### src/rtl/fifo_pkg.sv
// rtl/fifo_pkg.sv - shared sizing helpers and parameter legality check for the FIFO family
// Purpose: constant functions used at elaboration time by sync_fifo_param and fifo_mem.
//   clog2        : ceiling log2 of a positive integer
//   ptr_width    : bits needed to address DEPTH entries (at least 1)
//   count_width  : bits needed to hold an occupancy of 0..DEPTH
//   params_legal : WIDTH/DEPTH/AF_LEVEL/AE_LEVEL range check
package fifo_pkg;

  function automatic int clog2(input int value);
    int r;
    r = 0;
    while ((1 << r) < value) r++;
    return r;
  endfunction

  function automatic int ptr_width(input int depth);
    return (clog2(depth) < 1) ? 1 : clog2(depth);
  endfunction

  function automatic int count_width(input int depth);
    return clog2(depth + 1);
  endfunction

  function automatic bit params_legal(input int width, input int depth,
                                      input int af_level, input int ae_level);
    return (width >= 1) && (depth >= 2) &&
           (af_level >= 1) && (af_level <= depth) &&
           (ae_level >= 0) && (ae_level <= depth - 1);
  endfunction

endpackage

### src/rtl/fifo_mem.sv
// rtl/fifo_mem.sv - simple dual-port RAM, DEPTH x WIDTH, registered read
// Purpose: storage array for sync_fifo_param.
// Ports:
//   clk    in  rising-edge clock
//   clear  in  synchronous active-high reset of the read register only (array is not cleared)
//   we     in  write enable
//   waddr  in  write address
//   wdata  in  write data
//   re     in  read enable; rdata holds when low
//   raddr  in  read address
//   rdata  out registered read data
module fifo_mem #(
  parameter int WIDTH = 8,
  parameter int DEPTH = 8,
  parameter int AW    = 3
) (
  input  logic             clk,
  input  logic             clear,
  input  logic             we,
  input  logic [AW-1:0]    waddr,
  input  logic [WIDTH-1:0] wdata,
  input  logic             re,
  input  logic [AW-1:0]    raddr,
  output logic [WIDTH-1:0] rdata
);

  logic [WIDTH-1:0] mem [DEPTH];

  always_ff @(posedge clk) begin
    if (we) mem[waddr] <= wdata;
  end

  // Read-before-write: when raddr == waddr in the same edge the old word is returned,
  // which is what lets a full FIFO pop its oldest entry while overwriting that slot.
  always_ff @(posedge clk) begin
    if (clear)   rdata <= '0;
    else if (re) rdata <= mem[raddr];
  end

endmodule

### src/rtl/sync_fifo_param.sv
// rtl/sync_fifo_param.sv - parametrised single-clock FIFO with count and programmable flags
// Purpose: generic same-clock stream buffer; independent push/pop, occupancy count,
//   almost-full/almost-empty flags. Optional sticky error flags under macro FIFO_ERR_EN
//   (undefined: overflow/underflow tied to 0).
// Ports:
//   clk           in  rising-edge clock
//   clear         in  synchronous active-high reset
//   wr_en/din     in  push request and data
//   rd_en         in  pop request
//   dout          out registered pop data, one cycle after an accepted pop
//   empty/full    out count == 0 / count == DEPTH
//   almost_empty  out count <= AE_LEVEL
//   almost_full   out count >= AF_LEVEL
//   count         out occupancy, clog2(DEPTH+1) bits
//   overflow      out sticky push-while-full (FIFO_ERR_EN)
//   underflow     out sticky pop-while-empty (FIFO_ERR_EN)
module sync_fifo_param
  import fifo_pkg::*;
#(
  parameter  int WIDTH    = 8,
  parameter  int DEPTH    = 8,
  parameter  int AF_LEVEL = 6,
  parameter  int AE_LEVEL = 1,
  localparam int CW       = count_width(DEPTH)
) (
  input  logic             clk,
  input  logic             clear,
  input  logic             wr_en,
  input  logic [WIDTH-1:0] din,
  input  logic             rd_en,
  output logic [WIDTH-1:0] dout,
  output logic             empty,
  output logic             full,
  output logic             almost_empty,
  output logic             almost_full,
  output logic [CW-1:0]    count,
  output logic             overflow,
  output logic             underflow
);

  localparam int AW = ptr_width(DEPTH);

  if (!params_legal(WIDTH, DEPTH, AF_LEVEL, AE_LEVEL)) begin : g_bad_params
    $error("sync_fifo_param: illegal WIDTH/DEPTH/AF_LEVEL/AE_LEVEL combination");
  end

  logic [AW-1:0] wr_ptr;
  logic [AW-1:0] rd_ptr;
  logic          do_wr;
  logic          do_rd;

  // Explicit wrap so DEPTH need not be a power of two.
  function automatic logic [AW-1:0] ptr_next(input logic [AW-1:0] p);
    return (p == AW'(DEPTH - 1)) ? '0 : p + AW'(1);
  endfunction

  assign empty        = (count == '0);
  assign full         = (count == CW'(DEPTH));
  assign almost_empty = (count <= CW'(AE_LEVEL));
  assign almost_full  = (count >= CW'(AF_LEVEL));

  // A pop frees a slot in the same edge, so a full FIFO still accepts a push alongside it.
  assign do_rd = rd_en & ~empty;
  assign do_wr = wr_en & (~full | do_rd);

  always_ff @(posedge clk) begin
    if (clear) begin
      wr_ptr <= '0;
      rd_ptr <= '0;
      count  <= '0;
    end else begin
      if (do_wr) wr_ptr <= ptr_next(wr_ptr);
      if (do_rd) rd_ptr <= ptr_next(rd_ptr);
      if (do_wr & ~do_rd)      count <= count + CW'(1);
      else if (do_rd & ~do_wr) count <= count - CW'(1);
    end
  end

  fifo_mem #(
    .WIDTH (WIDTH),
    .DEPTH (DEPTH),
    .AW    (AW)
  ) u_mem (
    .clk   (clk),
    .clear (clear),
    .we    (do_wr & ~clear),
    .waddr (wr_ptr),
    .wdata (din),
    .re    (do_rd & ~clear),
    .raddr (rd_ptr),
    .rdata (dout)
  );

`ifdef FIFO_ERR_EN
  always_ff @(posedge clk) begin
    if (clear) begin
      overflow  <= 1'b0;
      underflow <= 1'b0;
    end else begin
      if (wr_en & full & ~rd_en) overflow  <= 1'b1;
      if (rd_en & empty)         underflow <= 1'b1;
    end
  end
`else
  assign overflow  = 1'b0;
  assign underflow = 1'b0;
`endif

endmodule

### config.mk
export PLATFORM = sky130hd
export DESIGN_NAME = sync_fifo_param
export DESIGN_NICKNAME = d
export VERILOG_FILES = /design/src/rtl/fifo_pkg.sv /design/src/rtl/fifo_mem.sv /design/src/rtl/sync_fifo_param.sv
export SDC_FILE = /design/constraint.sdc
export NUM_CORES = 1
export LEC_CHECK = 0
export CAP_MARGIN = 20
export CORE_MARGIN = 2
export CORE_UTILIZATION = 25
export CTS_CLUSTER_SIZE = 14
export DETAILED_ROUTE_END_ITERATION = 7
export SYNTH_ARGS = -nofsm -noshare
export SYNTH_HDL_FRONTEND = slang
export SYNTH_SLANG_ARGS = --single-unit
### constraint.sdc
create_clock -name clk -period 5.9 [get_ports clk]
set_clock_uncertainty 0.15 [all_clocks]
set_input_delay 1.18 -clock clk [delete_from_list [all_inputs] [get_ports clk]]
set_output_delay 1.18 -clock clk [all_outputs]
set_load 0.005 [all_outputs]
**Word-level counts from Yosys, hierarchy flattened**

Memory sizes are Yosys's and may differ from the RTL's. A register that Yosys moved wholly into a read port is not among the register bits.
Index checks and enable logic that the tools add are counted.

- Register bits after elaboration: 10
- Memory bits (writable): 64
- Output and inout port bits: 18
- Logic and storage cells: 33
- Memories kept: 1

Memory list:

| name | depth | bits a word | rd ports | clocked after memory_dff | write ports | RTL line | source |
|---|---|---|---|---|---|---|---|
| u_mem.mem | 8 | 8 | 1 | 1 | 1 | fifo_mem.sv:27 | `logic [WIDTH-1:0] mem [DEPTH];` |

- Add/subtract/negate cells: 4
- Order comparisons: 2
- Equal/unequal tests: 3
- Multiplexer cells: 6
- Bitwise gates (word level): 12
- Reduce and logical (&&, ||, !) cells: 2

Operators with widths:

| operator | number |
|---|---|
| 4-bit 2-to-1 mux | 2 |
| 3-bit by 1-bit adder with 3-bit output (second input constant) | 2 |
| 1-bit AND | 6 |
| 3-bit equality test (second input constant) | 2 |
| 3-bit 2-to-1 mux | 2 |
| 1-bit NOT | 5 |
| 4-bit by 1-bit adder with 4-bit output (second input constant) | 1 |
| 4-bit equality test (second input constant) | 1 |
| 4-bit by 3-bit greater-or-equal comparator with 1-bit output (second input constant) | 1 |
| 4-bit by 1-bit <= comparator with 1-bit output (second input constant) | 1 |
| 4-bit logical NOT | 1 |
| 4-bit by 1-bit subtractor with 4-bit output (second input constant) | 1 |
| 1-bit 2-to-1 mux | 2 |
| 2-bit nonzero test | 1 |
| 1-bit bitwise OR | 1 |

**Longest topological paths before layout**

Gate-level depths: netlist (run 1).

- Word-level depth: 9
- Depth in mapped cells: 10

**Hierarchy**

Synthesis (run 1) repeated with hierarchy kept, for this count alone.

- Cells, all modules: 236
- Area total of the unflattened synthesis: 3454.6 um^2

By module, submodules not included:

| module | times used | cells an instance | area each (um^2) | sequential area each (um^2) |
|---|---|---|---|---|
| fifo_mem | 1 | 162 | 2812.7 | 2082.0 |
| sync_fifo_param | 1 | 74 | 641.9 | 200.2 |

**Worst setup path after synthesis (run 1)**

Ideal clock, no wire load.

- Path kind: input-to-reg
- Start: in rd_en
- End: mem u_mem.mem[2][0] (enable)
- Library setup time: 383 ps
- Arrival: 2274 ps
- Path slack: 3093 ps
- Stages: 3
- Path buffers: 0
- Cells stage by stage: o21ai_2 > or3b_4 > nor3_1

- Longest elaborated chain between the ends: 6

Ends and longest elaborated chain:

| what | RTL line | source |
|---|---|---|
| from (decl) | sync_fifo_param.sv:30 | `input logic rd_en,` |
| 1-bit AND | sync_fifo_param.sv:63 | `assign do_rd = rd_en & ~empty;` |
| 1-bit bitwise OR | sync_fifo_param.sv:64 | `assign do_wr = wr_en & (~full \| do_rd);` |
| 1-bit AND | sync_fifo_param.sv:64 |  |
| 1-bit AND | sync_fifo_param.sv:86 | `.we (do_wr & ~clear),` |
| 1-bit 2-to-1 mux | fifo_mem.sv:30 | `if (we) mem[waddr] <= wdata;` |
| 1-bit 2-to-1 mux (implied by the code) | fifo_mem.sv:30 |  |
| to (decl) | fifo_mem.sv:27 |  |

No other way between the ends.

**Worst setup path after layout (run 1)**

- Start: in clear
- End: mem u_mem.mem[0][0] (enable)

- Longest elaborated chain between the ends: 4

Ends and longest elaborated chain:

| what | RTL line | source |
|---|---|---|
| from (decl) | sync_fifo_param.sv:27 | `input logic clear,` |
| 1-bit NOT | sync_fifo_param.sv:86 |  |
| 1-bit AND | sync_fifo_param.sv:86 |  |
| 1-bit 2-to-1 mux | fifo_mem.sv:30 |  |
| 1-bit 2-to-1 mux (implied by the code) | fifo_mem.sv:30 |  |

No other way between the ends.

==> out/qor.yml, run 1 <==
status: "completed"
final_cell_mix: "edfxtp_1, mux2i_1, clkdlybuf4s50_1"
timing_worst_setup_path_type: "in2reg"
clk_pin_slew_ps: 60
timing.fmax_mhz: 291
ant_nets: 0
seq_area_frac_synth_pct: 68.3
synth_area_um2: 3340
path_max_fanout: 14
power.total_uw: 1760
gp_congestion: 0.733
reg2reg_depth: 6
globalRouteOverflowTotal: 0
cts_resized: 0
cts_buffers: 9
die_w_um: 120
slew_viol_final: 0
grt_pass1_wl_um: 10500
rsz0062_at_grt: "false"
pre_cts_ws_ps: 2080
ctsHoldBuffers: 0
start_kind: "input port"
setup_ws_ps: 2460
worstPathCellList: "clkdlybuf4s50_1 > or3_1 > nor3_1"
p_per_area_nw_per_um2: 429
worstSkewPairLatency_ps: 330
start_util_pct: 25.4
dpl.hpwl_um: 4670
nFillCells: 1337
drive_gt1_share_pct: 8.27
clock_sink_count: 82
antenna_cells: 0
yosysWarningCount: 0
port_buffers: 27
io_pins: 30
peakVddDrop_v: 0.000147
arrival_ps: 3230
worst-path-buf-inv: 1
dieHeight_um: 120
top_usage_layer: "met2"
grt_pass1_vias: 1917
timing_hold_violations_final: 0
grt_use_total_pct: 9.94
die-area_um2: 14300
rr_startpoint: "count[0]$_SDFFE_PP0P_"
clock_path_buffers: 2
routed_wl_um: 6840
multi_input_area_um2: 977
firstDrtPassIters: 5
required_ps: 5700
relSlewSlack_pct: 24.3
met2_usage_pct: 15.6
nets: 270
ys_ff_latch: 82
layout_commonest_cell: "edfxtp_1"
post-cts-setup-buffer-count: 0
slowest_delay_ps: 880
grt_max_degree: 36
p_leak_uw: 0.00136
postSynthCellCount: 221
hold_depth: 1
post_drt_via_cell_ratio: 4.37
slowest_stage: "nor3_1"
met3_usage_pct: 3.28
max_slew.worst_pin.slew_ps: 1130
regArea_um2: 2280
syn2layout_area_growth_pct: 23.2
worstHoldStart: "u_mem.rdata[2]$_SDFFE_PP0P_"
drc: 0
rrSetupSlack_ps: 3000
tns_ps: 0
row_count: 42
antenna_found_initial: 0
syn_avg_cell_area_um2: 15.1
wl_per_cell_um: 15.9
fin_crit_ps: 3440
drt_iter0_drc: 191
critPathTopFamily: "simple AND/OR/NAND/NOR gates"
critPathCaptureType: "flop"
post-route-period-util_pct: 58.3
drv_cap: 0
h-tree-depth: 3
grt_use_met1_pct: 12.8
ys_types: 32
rr_endpoint: "u_mem.mem[0][0]$_DFFE_PP_"
vias: 1877
cts-root-buf: "clkbuf_16"
core_um2: 13100
cts_tree: "built"
hold_path_end: "u_mem.rdata[2]$_SDFFE_PP0P_"
setup_viol: 0
worstHoldPathType: "reg2reg"
[synth_stat cells, drive strengths merged]
| library cell | count | area share, % |
|---|---|---|
| or3 | 4 | 0.75 |
| or3b | 2 | 0.60 |
| a32o | 8 | 2.4 |
| nor2 | 16 | 1.9 |
| clkbuf | 1 | 0.11 |
| dfxtp | 18 | 11 |
| inv | 4 | 0.45 |
| buf | 11 | 2.0 |
| nand4 | 1 | 0.19 |
| nand2 | 4 | 0.45 |
| a22oi | 16 | 3.6 |
| nor2b | 3 | 0.56 |
| nand3b | 1 | 0.22 |
| nand2b | 4 | 0.75 |
| edfxtp | 64 | 58 |
| nor3b | 1 | 0.37 |
| o21ai | 3 | 0.56 |
| xor2 | 2 | 0.52 |
| or4 | 1 | 0.22 |
| and2 | 1 | 0.19 |
| mux2i | 36 | 11 |
| a21oi | 6 | 0.90 |
| nor3 | 3 | 0.45 |
| xnor2 | 1 | 0.26 |
| ha | 9 | 3.4 |
| conb | 1 | 0.11 |
[worst max-delay path by stage]
stage	cells after the start	slack [ps]	from	end
global route	3	2350	clear	u_mem.mem[0][7]$_DFFE_PP_
detailed placement	3	2080	clear	u_mem.mem[0][4]$_DFFE_PP_
global placement	3	2130	clear	u_mem.mem[0][3]$_DFFE_PP_
finish	3	2460	clear	u_mem.mem[0][0]$_DFFE_PP_
CTS	3	2420	clear	u_mem.mem[0][7]$_DFFE_PP_
floorplan	3	3090	rd_en	u_mem.mem[2][0]$_DFFE_PP_
[final cells by class]
cell class	instances	area share, %
inverter	4	0.365
clock inverter	7	2.86
sequential	82	55.5
timing repair buffer	28	6.75
clock buffer	9	5.47
multi-input combinational	124	23.7
tap	176	5.35
[per-layer routing]
| metal | part of all wire (%) | vias up |
|---|---|---|
| met1 | 47 | 930 |
| li1 | - | 899 |
| met4 | 1.7 | 0 |
| met3 | 4.5 | 8 |
| met5 | 0 | - |
| met2 | 46 | 40 |
[cells by family (layout without fill, tap and decap cells)]
family,after synthesis,after routing,share of synthesized area [%]
flops,82,82,68.3
simple gates,41,41,6.63
mux,36,36,10.8
compound gates,33,33,7.45
buf+inv,16,48,2.58
fa+ha+maj,9,9,3.37
xor+xnor,3,3,0.786
other cells,1,2,0.112
[power by group]
| group | internal (uW) | switching, uW |
|---|---|---|
| combinational | 224 | 164 |
| clock | 412 | 214 |
| sequential | 668 | 82.7 |
[through the flow]
stage               utilization [%]  cells  cell area (um2)  hold slack (ps)
finish                         31.3    430             4120              319
global route                   31.3    430             4120              359
CTS                            31.3    429             4110              322
detailed placement             28.7    413             3770              308
global placement               28.7    413             3770              316
floorplan                         -    222             3350              316
[registers in the layout, summed over array words and instances (netlist names)]
name / flops
u_mem.mem: 64
count: 4
rd_ptr: 3
wr_ptr: 3
u_mem.rdata: 8
Note: power is estimated with default switching activity, not from simulation.
==> inputs of run 2 (changes only) <==
==> constraint.sdc (replaced) <==
create_clock -name clk -period 3.5 [get_ports clk]
set_clock_uncertainty 0.15 [all_clocks]
set_input_delay 0.7 -clock clk [delete_from_list [all_inputs] [get_ports clk]]
set_output_delay 0.7 -clock clk [all_outputs]
set_load 0.005 [all_outputs]
==> run 2 against run 1 <==
Against the previous run: register-to-register slack worse by 2100 ps; critical path depth is 6 higher; routed wire length fell by 3.4%; hold slack improved by 4.5 ps; cell area decreased by 0.27%; die area did not move; critical path type is now reg2reg.
==> out/qor.yml, run 2 (synthesized netlist as in run 1, its figures left out) <==
cts_buffers: 9  # unchanged
gp_congestion: 0.700  # -4.5%
largest-register: "u_mem.mem"
drt_iter0_drc: 123  # -36%
routed_wl_um: 6610  # -3.4%
highest_layer: "met4"
port_buffers: 27  # unchanged
p_clk_share_pct: 31.7  # -3.8 points
cts-root-buf: "clkbuf_16"
cts_resized: 0  # unchanged
cts_tree: "built"
p_comb_share_pct: 23.2  # +1.2 points
clk_pin_slew_ps: 60  # about the same
post-route-period-util_pct: 75.3
core_um2: 13100  # unchanged
p_per_area_nw_per_um2: 683  # +59%
tns_ps: 0  # unchanged
start_util_pct: 25.4  # unchanged
dpl.hpwl_um: 4450  # -4.9%
post_drt_via_cell_ratio: 4.31  # -1.3%
power.switching_uw: 746  # +62%
required_ps: 3570  # -2130 ps
relSlewSlack_pct: 27.9  # +3.6 points
grt_pass1_wl_um: 10200  # -2.5%
grt_use_total_pct: 9.66  # -0.28 points
h-tree-depth: 3  # unchanged
drv_cap: 0  # unchanged
rr_endpoint: "count[3]$_SDFFE_PP0P_"
clock_sink_count: 82  # unchanged
reg_top3: "u_mem.mem x64, u_mem.rdata x8, count x4"
status: "completed"
ctsHoldBuffers: 0  # unchanged
dieHeight_um: 120  # unchanged
setup_viol: 0  # unchanged
p_leak_uw: 0.00137  # +1.0%
io_pins: 30  # unchanged
arrival_ps: 2710  # -520 ps
timing_worst_setup_path_type: "reg2reg"
firstDrtPassIters: 4  # -1
clock_path_buffers: 2  # unchanged
critPathCaptureType: "flop"
largest_register_ffs: 64  # unchanged
nets: 277  # +2.6%
grt_max_degree: 36  # unchanged
timing_hold_violations_final: 0  # unchanged
setup_ws_ps: 863  # -1600 ps
final_cell_mix: "edfxtp_1, mux2i_1, clkdlybuf4s50_1"
antenna_found_initial: 0  # unchanged
wl_met1_um: 3050  # -5.6%
wl_per_cell_um: 15.1  # -4.9%
whs_ps: 323  # +4.51 ps
place_area_um2: 3830  # +1.6%
worstHoldStart: "u_mem.rdata[5]$_SDFFE_PP0P_"
row_count: 42  # unchanged
rr_startpoint: "count[0]$_SDFFE_PP0P_"
nFillCells: 1308  # -2.2%
die-area_um2: 14300  # unchanged
reg2reg_depth: 9  # +3
rrSetupSlack_ps: 860  # -2140 ps
sw_frac_of_total_pct: 26.6  # +0.51 points
p_int_uw: 2060  # +58%
timing.fmax_mhz: 379
wl_met2_um: 3140  # -1.1%
worstSkewPairLatency_ps: 330  # about the same
fin_crit_ps: 2640
dp_cells: 421  # +1.9%
ant_nets: 0  # unchanged
syn2layout_area_growth_pct: 22.8
vias: 1883  # +0.32%
slew_viol_final: 0  # unchanged
start_kind: "flop"
peakVddDrop_v: 0.000222  # +51%
pre_cts_ws_ps: 658  # -1420 ps
rsz0062_at_grt: "false"
max_slew.worst_pin.slew_ps: 1080  # -46.0 ps
wl_met3_um: 312  # +0.32%
worstHoldPathType: "reg2reg"
final_cell_area_um2: 4110  # -0.27%
antenna_cells: 0  # unchanged
layout_commonest_cell: "edfxtp_1"
path_max_fanout: 8  # -6
power_frac_seq_pct: 45.1  # +2.6 points
globalRouteOverflowTotal: 0  # unchanged
hold_path_end: "u_mem.rdata[5]$_SDFFE_PP0P_"
stdcell_count: 437  # +1.6%
hold_depth: 1  # unchanged
post-cts-setup-buffer-count: 0  # unchanged
drive_gt1_share_pct: 9.20  # +0.93 points
die_w_um: 120  # unchanged
grt_pass1_vias: 1855  # -3.2%
drc: 0  # unchanged
[run 2: per-layer routing]
layer / vias to the layer above / GRT usage (%)
met5: - / 0
met4: 0 / 5.07
met3: 10 / 2.23
met2: 39 / 15.0
met1: 920 / 12.6
li1: 914 / -
[run 2: final cells by class]
type	instances	area, um2	share of cell area (%)
repair buffers	35	330	8.05
clock buffers	12	236	5.76
inverters	4	15.0	0.366
multi-input cells	124	977	23.8
well taps	176	220	5.36
clock inverters	4	42.5	1.04
flip-flops and latches	82	2280	55.6
[run 2: power by group through the flow]
stage	logic [uW]	clock network (uW)	registers, uW
6_report	652	888	1260
5_1_grt	714	942	1290
4_1_cts	663	903	1270
3_5_place_dp	660	0	1290
3_3_place_gp	653	0	1290
2_1_floorplan	460	0	1210
[run 2: stage by stage]
step	utilization, %	total power [uW]
after floorplan	-	1660
after global placement	29.1	1940
after detailed placement	29.1	1950
after CTS	31.2	2840
after global routing	31.2	2940
final	31.2	2800
[run 2: worst max path at each step]
stage	startpoint	endpoint	slack, ps
final	count[0]$_SDFFE_PP0P_	count[3]$_SDFFE_PP0P_	860
after global routing	count[0]$_SDFFE_PP0P_	count[3]$_SDFFE_PP0P_	620
after detailed placement	rd_en	count[3]$_SDFFE_PP0P_	660
after global placement	rd_en	count[3]$_SDFFE_PP0P_	690
after CTS	count[0]$_SDFFE_PP0P_	count[3]$_SDFFE_PP0P_	830
after floorplan	count[0]$_SDFFE_PP0P_	u_mem.mem[2][0]$_DFFE_PP_	1010
[run 2: worst max-delay path, cell delays in order (launching register included)]
cell	delay, ps
dfxtp_1	470
inv_1	100
ha_1	250
nor3b_2	170
nand2b_1	280
ha_1	320
or4_1	410
a21oi_1	200
xnor2_1	140
nor2_1	50
==> inputs of run 3 (changes only) <==
==> constraint.sdc (replaced) <==
create_clock -name clk -period 2.35 [get_ports clk]
set_clock_uncertainty 0.15 [all_clocks]
set_input_delay 0.47 -clock clk [delete_from_list [all_inputs] [get_ports clk]]
set_output_delay 0.47 -clock clk [all_outputs]
set_load 0.005 [all_outputs]
==> run 3 against run 2 <==
Against the previous run: count of clock-buffer cells in the layout shrank 3; register-to-register slack worse by 690 ps; routed wire length up 5.5%; hold slack lost 1.9 ps; final cell count rose by 3.7%.
==> out/qor.yml, run 3 (synthesized netlist as in run 1, its figures left out) <==
status: "completed"
power_frac_seq_pct: 38.2  # -6.9 points
rr_endpoint: "count[3]$_SDFFE_PP0P_"
row_count: 42  # unchanged
timing.fmax_mhz: 444
globalRouteOverflowTotal: 0  # unchanged
worstHoldStart: "u_mem.rdata[3]$_SDFFE_PP0P_"
setup_viol: 0  # unchanged
met3_usage_pct: 3.42  # +1.2 points
timing_worst_setup_path_type: "reg2out"
post-route-period-util_pct: 95.8
drt_iter0_drc: 130  # +5.7%
die_w_um: 120  # unchanged
post_drt_via_cell_ratio: 4.32  # +0.31%
final_cell_mix: "edfxtp_1, mux2i_1, clkdlybuf4s50_1"
relSlewSlack_pct: 51.9  # +24 points
cts_buffers: 9  # unchanged
grt_pass1_vias: 1960  # +5.7%
p_clk_share_pct: 36.0  # +4.3 points
dp_cells: 436  # +3.6%
worstHoldPathType: "reg2reg"
cts-root-buf: "clkbuf_16"
path_max_fanout: 6  # -2
firstDrtPassIters: 4  # unchanged
met2_usage_pct: 16.0  # +0.96 points
h-tree-depth: 3  # unchanged
drive_gt1_share_pct: 18.1  # +8.9 points
fin_crit_ps: 2250
port_buffers: 27  # unchanged
dpl.hpwl_um: 4680  # +5.3%
stdcell_count: 453  # +3.7%
top_usage_layer: "met2"
clk_pin_slew_ps: 60  # about the same
nFillCells: 1292  # -1.2%
required_ps: 1730  # -1840 ps
routed_wl_um: 6980  # +5.5%
slew_viol_final: 0  # unchanged
clock_path_buffers: 2  # unchanged
io_pins: 30  # unchanged
max_slew.worst_pin.slew_ps: 719  # -362 ps
whs_ps: 321  # -1.87 ps
die-area_um2: 14300  # unchanged
p_per_area_nw_per_um2: 1080  # +58%
clock_sink_count: 82  # unchanged
grt_max_degree: 20  # -44%
critPathCaptureType: "output pin"
largest_register_ffs: 64  # unchanged
antenna_cells: 0  # unchanged
reg_top3: "u_mem.mem x64, u_mem.rdata x8, count x4"
drv_cap: 0  # unchanged
timing_hold_violations_final: 0  # unchanged
p_leak_uw: 0.00152  # +11%
gp_congestion: 0.694  # -0.90%
vias: 1958  # +4.0%
ant_nets: 0  # unchanged
hold_path_end: "u_mem.rdata[3]$_SDFFE_PP0P_"
start_kind: "flop"
sw_frac_of_total_pct: 25.5  # -1.2 points
antenna_found_initial: 0  # unchanged
rrSetupSlack_ps: 170  # -690 ps
grt_use_met1_pct: 12.8  # +0.29 points
power.total_uw: 4700  # +68%
peakVddDrop_v: 0.000340  # +53%
cts_tree: "built"
nets: 293  # +5.8%
reg2reg_depth: 10  # +1
start_util_pct: 25.4  # unchanged
power.switching_uw: 1200  # +60%
dieHeight_um: 120  # unchanged
hold_depth: 1  # unchanged
worstSkewPairLatency_ps: 330  # about the same
p_int_uw: 3510  # +70%
grt_pass1_wl_um: 10700  # +4.7%
rr_startpoint: "count[0]$_SDFFE_PP0P_"
arrival_ps: 1630  # -1080 ps
p_comb_share_pct: 25.8  # +2.6 points
grt_use_total_pct: 10.0  # +0.35 points
drc: 0  # unchanged
wl_per_cell_um: 15.4  # +1.8%
largest-register: "u_mem.mem"
syn2layout_area_growth_pct: 30.5
layout_commonest_cell: "edfxtp_1"
core_um2: 13100  # unchanged
==> run 3: cell type report <==
| cell class | count | area (um2) | share of cell area (%) |
|---|---|---|---|
| clock buffer | 9 | 225 | 5.16 |
| clock inverter | 7 | 140 | 3.21 |
| inverter | 4 | 15.0 | 0.344 |
| multi-input combinational | 124 | 1010 | 23.1 |
| sequential | 82 | 2290 | 52.4 |
| tap | 176 | 220 | 5.05 |
| timing repair buffer | 51 | 465 | 10.7 |
==> run 3: worst max-delay path by stage <==
| stage | startpoint | end | slack, ps |
|---|---|---|---|
| 6_report | count[0]$_SDFFE_PP0P_ | almost_empty | 100 |
| 5_1_grt | count[0]$_SDFFE_PP0P_ | count[3]$_SDFFE_PP0P_ | -20 |
| 4_1_cts | count[0]$_SDFFE_PP0P_ | empty | 40 |
| 3_5_place_dp | rd_en | count[3]$_SDFFE_PP0P_ | -60 |
| 3_3_place_gp | rd_en | count[3]$_SDFFE_PP0P_ | -60 |
| 2_1_floorplan | count[0]$_SDFFE_PP0P_ | count[3]$_SDFFE_PP0P_ | 0.3 |
==> run 3: worst max-delay path: stages (launching register included) <==
cell and delay (ps):
dfxtp_2 320, buf_4 140, ha_1 150, nor2_1 40, nor3_1 130, clkdlybuf4s50_1 520
==> run 3: through the flow <==
step	setup slack, ps	setup TNS [ps]	util (%)	area (um2)
3_5_place_dp	-64.5	-64.5	30.2	3960
4_1_cts	35.0	0	33.0	4330
5_1_grt	-21.8	-24.6	33.2	4360
3_3_place_gp	-56.2	-56.2	30.2	3960
2_1_floorplan	0.314	0	-	3360
6_report	98.0	0	33.2	4360
==> run 3: per-layer routing <==
layer | vias to the layer above | part of all wire, %
met5 | - | 0
met4 | 0 | 1.2
met3 | 8 | 4.4
met2 | 41 | 48
met1 | 965 | 47
li1 | 944 | -
==> run 3: power by group through the flow <==
stage                     Combinational (uW)  Clock (uW)  Sequential (uW)
final                                   1210        1690             1800
after global routing                    1340        1780             1820
after CTS                               1180        1720             1800
after detailed placement                1170           0             1830
after global placement                  1160           0             1820
after floorplan                          686           0             1800
==> run 3: repair_timing <==
item / in CTS / in global routing
endpoints found under the setup margin: 0 / 11
buffers inserted: 0 / 1
hold buffers: 0 / 0
gates resized for setup: 0 / 5
